File: src/rtl/fp_align_pkg.sv
// Shared definitions for the fp_align_pipe shifter: stage limits, shift-bit allocation, beat flags.
// The guard/round/round-sticky extension is enabled by defining FP_ALIGN_GRS_EN.
package fp_align_pkg;

  localparam int MAX_STAGES = 4;

`ifdef FP_ALIGN_GRS_EN
  localparam int GRS_BITS = 2;
`else
  localparam int GRS_BITS = 0;
`endif

  // Per-beat flags that travel with the data word and the tag through every stage.
  typedef struct packed {
    logic stk;
    logic ovf;
`ifdef FP_ALIGN_GRS_EN
    logic past_grs;
`endif
  } beat_flags_t;

  // Stage k owns shift-amount bits [stage_lo(k) .. stage_lo(k+1)-1].
  function automatic int stage_lo(input int k, input int sh_width, input int num_stages);
    return (k * sh_width) / num_stages;
  endfunction

endpackage

File: src/rtl/fp_align_stage.sv
// One pipeline slice: applies its share of the right shift, folds shifted-out bits into sticky,
// and holds the beat in a valid/ready register.
module fp_align_stage
  import fp_align_pkg::*;
#(
  parameter int W         = 23,
  parameter int SH_WIDTH  = 8,
  parameter int TAG_WIDTH = 4,
  parameter int SH_LO     = 0,
  parameter int SH_HI     = 8
) (
  input  logic                 clk,
  input  logic                 rst_n,
  input  logic                 up_valid,
  output logic                 up_ready,
  input  logic [W-1:0]         up_data,
  input  logic [SH_WIDTH-1:0]  up_sh,
  input  beat_flags_t          up_flags,
  input  logic [TAG_WIDTH-1:0] up_tag,
  output logic                 dn_valid,
  input  logic                 dn_ready,
  output logic [W-1:0]         dn_data,
  output logic [SH_WIDTH-1:0]  dn_sh,
  output beat_flags_t          dn_flags,
  output logic [TAG_WIDTH-1:0] dn_tag
);

  logic [SH_WIDTH-1:0] amt_s;
  logic [W-1:0]        lost_s;
  beat_flags_t         flags_s;
  logic                load_s;

  assign load_s   = !dn_valid || dn_ready;
  assign up_ready = load_s;

  // Shift by the bits this stage owns; anything pushed off the bottom joins the sticky
  always_comb begin
    amt_s = '0;
    for (int i = 0; i < SH_WIDTH; i++) begin
      if (i >= SH_LO && i < SH_HI) begin
        amt_s[i] = up_sh[i];
      end else begin
        amt_s[i] = 1'b0;
      end
    end
    lost_s      = up_data & ~({W{1'b1}} << amt_s);
    flags_s     = up_flags;
    flags_s.stk = up_flags.stk | (|lost_s);
  end

  // Beat register: loads when empty or when the downstream side takes the current beat
  always_ff @(posedge clk or negedge rst_n) begin
    if (!rst_n) begin
      dn_valid <= 1'b0;
      dn_data  <= '0;
      dn_sh    <= '0;
      dn_flags <= '0;
      dn_tag   <= '0;
    end else if (load_s) begin
      dn_valid <= up_valid;
      if (up_valid) begin
        dn_data  <= up_data >> amt_s;
        dn_sh    <= up_sh;
        dn_flags <= flags_s;
        dn_tag   <= up_tag;
      end
    end
  end

endmodule

File: src/rtl/fp_align_pipe.sv
// Pipelined zero-fill right shifter with sticky and overflow flags and a pass-through tag.
// Defining FP_ALIGN_GRS_EN adds out_grd/out_rnd/out_rstk, carried as two extra low data bits.
module fp_align_pipe
  import fp_align_pkg::*;
#(
  parameter int A_WIDTH    = 23,
  parameter int SH_WIDTH   = 8,
  parameter int NUM_STAGES = 2,
  parameter int TAG_WIDTH  = 4
) (
  input  logic                 clk,
  input  logic                 rst_n,
  input  logic                 in_valid,
  output logic                 in_ready,
  input  logic [A_WIDTH-1:0]   in_a,
  input  logic [SH_WIDTH-1:0]  in_sh,
  input  logic [TAG_WIDTH-1:0] in_tag,
  output logic                 out_valid,
  input  logic                 out_ready,
  output logic [A_WIDTH-1:0]   out_b,
  output logic                 out_stk,
  output logic                 out_ovf,
`ifdef FP_ALIGN_GRS_EN
  output logic                 out_grd,
  output logic                 out_rnd,
  output logic                 out_rstk,
`endif
  output logic [TAG_WIDTH-1:0] out_tag
);

  localparam int W  = A_WIDTH + GRS_BITS;
  localparam int XW = SH_WIDTH + 32;

  logic [XW-1:0] sh_wide;
  logic [W-1:0]  head_data;
  beat_flags_t   head_flags;
  logic [W-1:0]  tail_data;
  beat_flags_t   tail_flags;

  assign sh_wide = {32'd0, in_sh};
`ifdef FP_ALIGN_GRS_EN
  assign head_data = {in_a, 2'b00};
`else
  assign head_data = in_a;
`endif

  // Range decisions need the whole shift amount, so they are taken once on entry
  always_comb begin
    head_flags     = '0;
    head_flags.ovf = (sh_wide >= XW'(A_WIDTH));
`ifdef FP_ALIGN_GRS_EN
    head_flags.past_grs = (sh_wide > XW'(A_WIDTH + 1));
`endif
  end

  for (genvar k = 0; k < NUM_STAGES; k++) begin : g_stage
    logic                 up_valid, up_ready, dn_valid, dn_ready;
    logic [W-1:0]         up_data, dn_data;
    logic [SH_WIDTH-1:0]  up_sh, dn_sh;
    beat_flags_t          up_flags, dn_flags;
    logic [TAG_WIDTH-1:0] up_tag, dn_tag;

    if (k == 0) begin : g_head
      assign up_valid = in_valid;
      assign up_data  = head_data;
      assign up_sh    = in_sh;
      assign up_flags = head_flags;
      assign up_tag   = in_tag;
    end else begin : g_link
      assign up_valid = g_stage[k-1].dn_valid;
      assign up_data  = g_stage[k-1].dn_data;
      assign up_sh    = g_stage[k-1].dn_sh;
      assign up_flags = g_stage[k-1].dn_flags;
      assign up_tag   = g_stage[k-1].dn_tag;
    end

    if (k == NUM_STAGES - 1) begin : g_tail
      logic [SH_WIDTH-1:0] unused_sh;
      assign dn_ready  = out_ready;
      assign unused_sh = dn_sh;
    end else begin : g_next
      assign dn_ready = g_stage[k+1].up_ready;
    end

    fp_align_stage #(
      .W         (W),
      .SH_WIDTH  (SH_WIDTH),
      .TAG_WIDTH (TAG_WIDTH),
      .SH_LO     (stage_lo(k, SH_WIDTH, NUM_STAGES)),
      .SH_HI     (stage_lo(k + 1, SH_WIDTH, NUM_STAGES))
    ) u_stage (
      .clk      (clk),
      .rst_n    (rst_n),
      .up_valid (up_valid),
      .up_ready (up_ready),
      .up_data  (up_data),
      .up_sh    (up_sh),
      .up_flags (up_flags),
      .up_tag   (up_tag),
      .dn_valid (dn_valid),
      .dn_ready (dn_ready),
      .dn_data  (dn_data),
      .dn_sh    (dn_sh),
      .dn_flags (dn_flags),
      .dn_tag   (dn_tag)
    );
  end

  assign in_ready   = g_stage[0].up_ready;
  assign out_valid  = g_stage[NUM_STAGES-1].dn_valid;
  assign tail_data  = g_stage[NUM_STAGES-1].dn_data;
  assign tail_flags = g_stage[NUM_STAGES-1].dn_flags;
  assign out_tag    = g_stage[NUM_STAGES-1].dn_tag;
  assign out_b      = tail_data[W-1 -: A_WIDTH];
  assign out_ovf    = tail_flags.ovf;

  // The two extension bits hold a[sh-1] and a[sh-2]; the carried sticky covers everything below
`ifdef FP_ALIGN_GRS_EN
  assign out_stk  = tail_flags.stk | tail_data[1] | tail_data[0];
  assign out_grd  = !tail_flags.past_grs && tail_data[1];
  assign out_rnd  = !tail_flags.past_grs && tail_data[0];
  assign out_rstk = !tail_flags.past_grs && tail_flags.stk;
`else
  assign out_stk = tail_flags.stk;
`endif

endmodule

File: config.mk
export PLATFORM = sky130hd
export DESIGN_NAME = fp_align_pipe
export DESIGN_NICKNAME = d
export VERILOG_FILES = /design/src/rtl/fp_align_pkg.sv /design/src/rtl/fp_align_stage.sv /design/src/rtl/fp_align_pipe.sv
export SDC_FILE = /design/constraint.sdc
export NUM_CORES = 1
export LEC_CHECK = 0
export ABC_CLOCK_PERIOD_IN_PS = 3100
export CORE_MARGIN = 5
export CORE_UTILIZATION = 30
export CTS_BUF_LIST = sky130_fd_sc_hd__clkbuf_4 sky130_fd_sc_hd__clkbuf_8 sky130_fd_sc_hd__clkbuf_16
export DETAILED_ROUTE_END_ITERATION = 6
export PLACE_DENSITY = 0.61
export SETUP_SLACK_MARGIN = 0.02
export SYNTH_ARGS = -nofsm -noshare
export SYNTH_HDL_FRONTEND = slang
export SYNTH_SLANG_ARGS = --single-unit
export TNS_END_PERCENT = 20
File: constraint.sdc
create_clock -name clk -period 3.1 [get_ports clk]
set_clock_uncertainty 0.1 [all_clocks]
set_input_delay 0.465 -clock clk [delete_from_list [all_inputs] [get_ports clk]]
set_output_delay 0.465 -clock clk [all_outputs]
set_load 0.01 [all_outputs]
==> flow_summary.toml <==
[run_status]
status = "completed"

[clock_tree]
clk_latency_ps = 320
htreeDepth = 3
cts_hold_buf = 0
clock_path_buffers = 2
cts_sinks = 64
ctsResizeCount = 0
cts_made_buffers = 9
cts_tree = "built"
cts-root-buf = "clkbuf_16"
clkTransAtPathRegs_ps = 50
cts_setup_buffers = 0

[drt]
dr.pass1.iters = 4
ant_nets = 0
drc = 0
num_vias = 2954
drtIter0Drc = 264
viasPerCell = 5.16
avgRoutedWirePerCell_um = 16.6
wirelength_mm = 9.50

[die]
rows = 40
die_area_sq_mm = 0.0147
io-pin-count = 70
start_util_pct = 30.8
core-area_sq_mm = 0.0121
die_h_um = 121
die_w_um = 121

[synth]
synth_common_cells = "dfrtp_1, nand2_1, mux2i_1, o21ai_0, a22o_1"
synth_top_area_share_pct = 43.1
syn_avg_cell_area_sq_um = 11.0
postSynthCellCount = 337
ys.flop_type = "dfrtp_1"
yosys.cell_types.count = 37
yosysSeqAreaShare_pct = 43.1
synth_nets = 376
synth_edf_count = 0
yosys_warnings = 0
ys_ff_latch = 64
yosysTopAreaCell = "dfrtp_1"
async_flop_share_pct = 100
synth.most_common_cell = "dfrtp_1"
syn_area_sq_mm = 0.00371
synth_area_leaders = "dfrtp_1, mux4_2, mux2i_1"

[cells_and_area]
syn_to_final_growth_pct = 31.5
nets = 439
n_antenna_cell = 0
drive_gt1_share_pct = 13.1
final_util_pct = 40.5

[worst_hold_path]
hold_path.class = "input port to async pin"

[timing]
period_minus_slack_ps = 2280
fin_crit_sh_pct = 73.6
setup_viol = 0
hold_viol_final = 0
tightestPinTransition_ps = 799
rsz0062_at_grt = "no"
final_max_slew_viol_count = 0
slew-limit-headroom_pct = 46.8
finalSetupTns_ps = 0
clock.fmax_ghz = 0.438

[global_route]
antenna_found_initial = 0
grtUsageTotal_pct = 13.4
overflow = 0
grt_pass1_wl_mm = 15.6
grt_pass1_vias = 2963
grt_max_degree = 65

[setup_path]
startpoint_type = "input port"
endpoint_kind = "flop"
critPathArrivalTime_ps = 2380
critPathKind = "input port to flop"
cp_max_fo = 42
required_ps = 3200

[place]
dp_hpwl_mm = 7.16
place_congestion = 0.803
io_buffers = 69

[power_and_ir_drop]
p_leak_uw = 0.00202
power_density_mw_per_mm2 = 547
max-vdd-ir-drop_mv = 0.269

[flow_run]
drv_cap = 0
logic make-up after synthesis:
| group | share of synthesized area [%] |
|---|---|
| AO/OA/AOI/OAI | 14.7 |
| buffers and inverters | 4.28 |
| flip-flops | 43.1 |
| multiplexers | 25.1 |
| AND/OR/NAND/NOR | 12.8 |
path summary, 6_finish.rpt:
| path | from | end | slack [ps] | cells after the start |
|---|---|---|---|---|
| worst min-delay path | rst_n | g_stage[1].u_stage.dn_data[0] | 200 | 2 |
| worst min register to register | g_stage[0].u_stage.dn_tag[3] | g_stage[0].u_stage.dn_tag[3] | 370 | 2 |
| worst max-delay path | in_sh[1] | g_stage[0].u_stage.dn_data[0] | 820 | 6 |
| worst max register to register | g_stage[0].u_stage.dn_valid | g_stage[0].u_stage.dn_flags[1] | 1150 | 4 |
| max in group asynchronous | rst_n | g_stage[0].u_stage.dn_data[7] | 2160 | 2 |
| min in group clk | g_stage[0].u_stage.dn_tag[3] | g_stage[0].u_stage.dn_tag[3] | 370 | 2 |
placed cells by master, fill, tap and decap left out, types with 4 or more instances in the layout:
master	instances
mux4_2	15
a211oi_1	4
o211ai_1	4
nor2_1	9
dfrtp_1	64
nand2_1	58
o21ai_0	26
clkdlybuf4s50_1	68
a21oi_1	5
o21a_1	4
mux2_2	10
nor4_1	6
a22o_1	16
o221ai_1	7
nor3_1	5
nand2b_1	6
buf_4	8
mux4_1	8
nand3_1	11
clkbuf_16	9
mux2i_1	27
metal layers:
| layer | track usage [%] | wire length, um |
|---|---|---|
| met5 | 0 | 0 |
| met4 | 4.90 | 163 |
| met3 | 2.52 | 627 |
| met2 | 20.0 | 4340 |
| met1 | 19.3 | 4370 |
per-stage QoR:
stage | setup slack, ps | total power (uW) | hold WS (ps) | cells | cell area, sq um
after CTS | 827 | 2700 | 243 | 572 | 4880
final | 817 | 2670 | 203 | 572 | 4880
after floorplan | 1260 | 1340 | 69.4 | 337 | 3710
after detailed placement | 491 | 1610 | 362 | 557 | 4560
after global routing | 662 | 2810 | 296 | 572 | 4880
after global placement | 546 | 1600 | 357 | 557 | 4560
power breakdown:
| part | switching [uW] | internal (uW) |
|---|---|---|
| Combinational | 265 | 297 |
| Sequential | 88.2 | 945 |
| Clock | 325 | 749 |
state kept, by name, indices dropped and copies added (netlist names):
register / flops
g_stage.u_stage.dn_flags: 4
g_stage.u_stage.dn_data: 46
g_stage.u_stage.dn_valid: 2
g_stage.u_stage.dn_tag: 8
g_stage.u_stage.dn_sh: 4
area by class of cell:
type / count / area (sq um)
clock buffer: 12 / 260
clock inverter: 3 / 65.1
fill: 1142 / 7180
inverter: 2 / 7.51
multi-input combinational: 244 / 1950
sequential: 64 / 1600
tap: 168 / 210
timing repair buffer: 79 / 786
critical path, stage by stage:
cell and delay (ps):
clkdlybuf4s50_1 500, buf_12 230, mux4_1 620, mux2i_1 200
o21ai_1 90, mux2_2 270
Note: power is estimated with default switching activity, not from simulation.
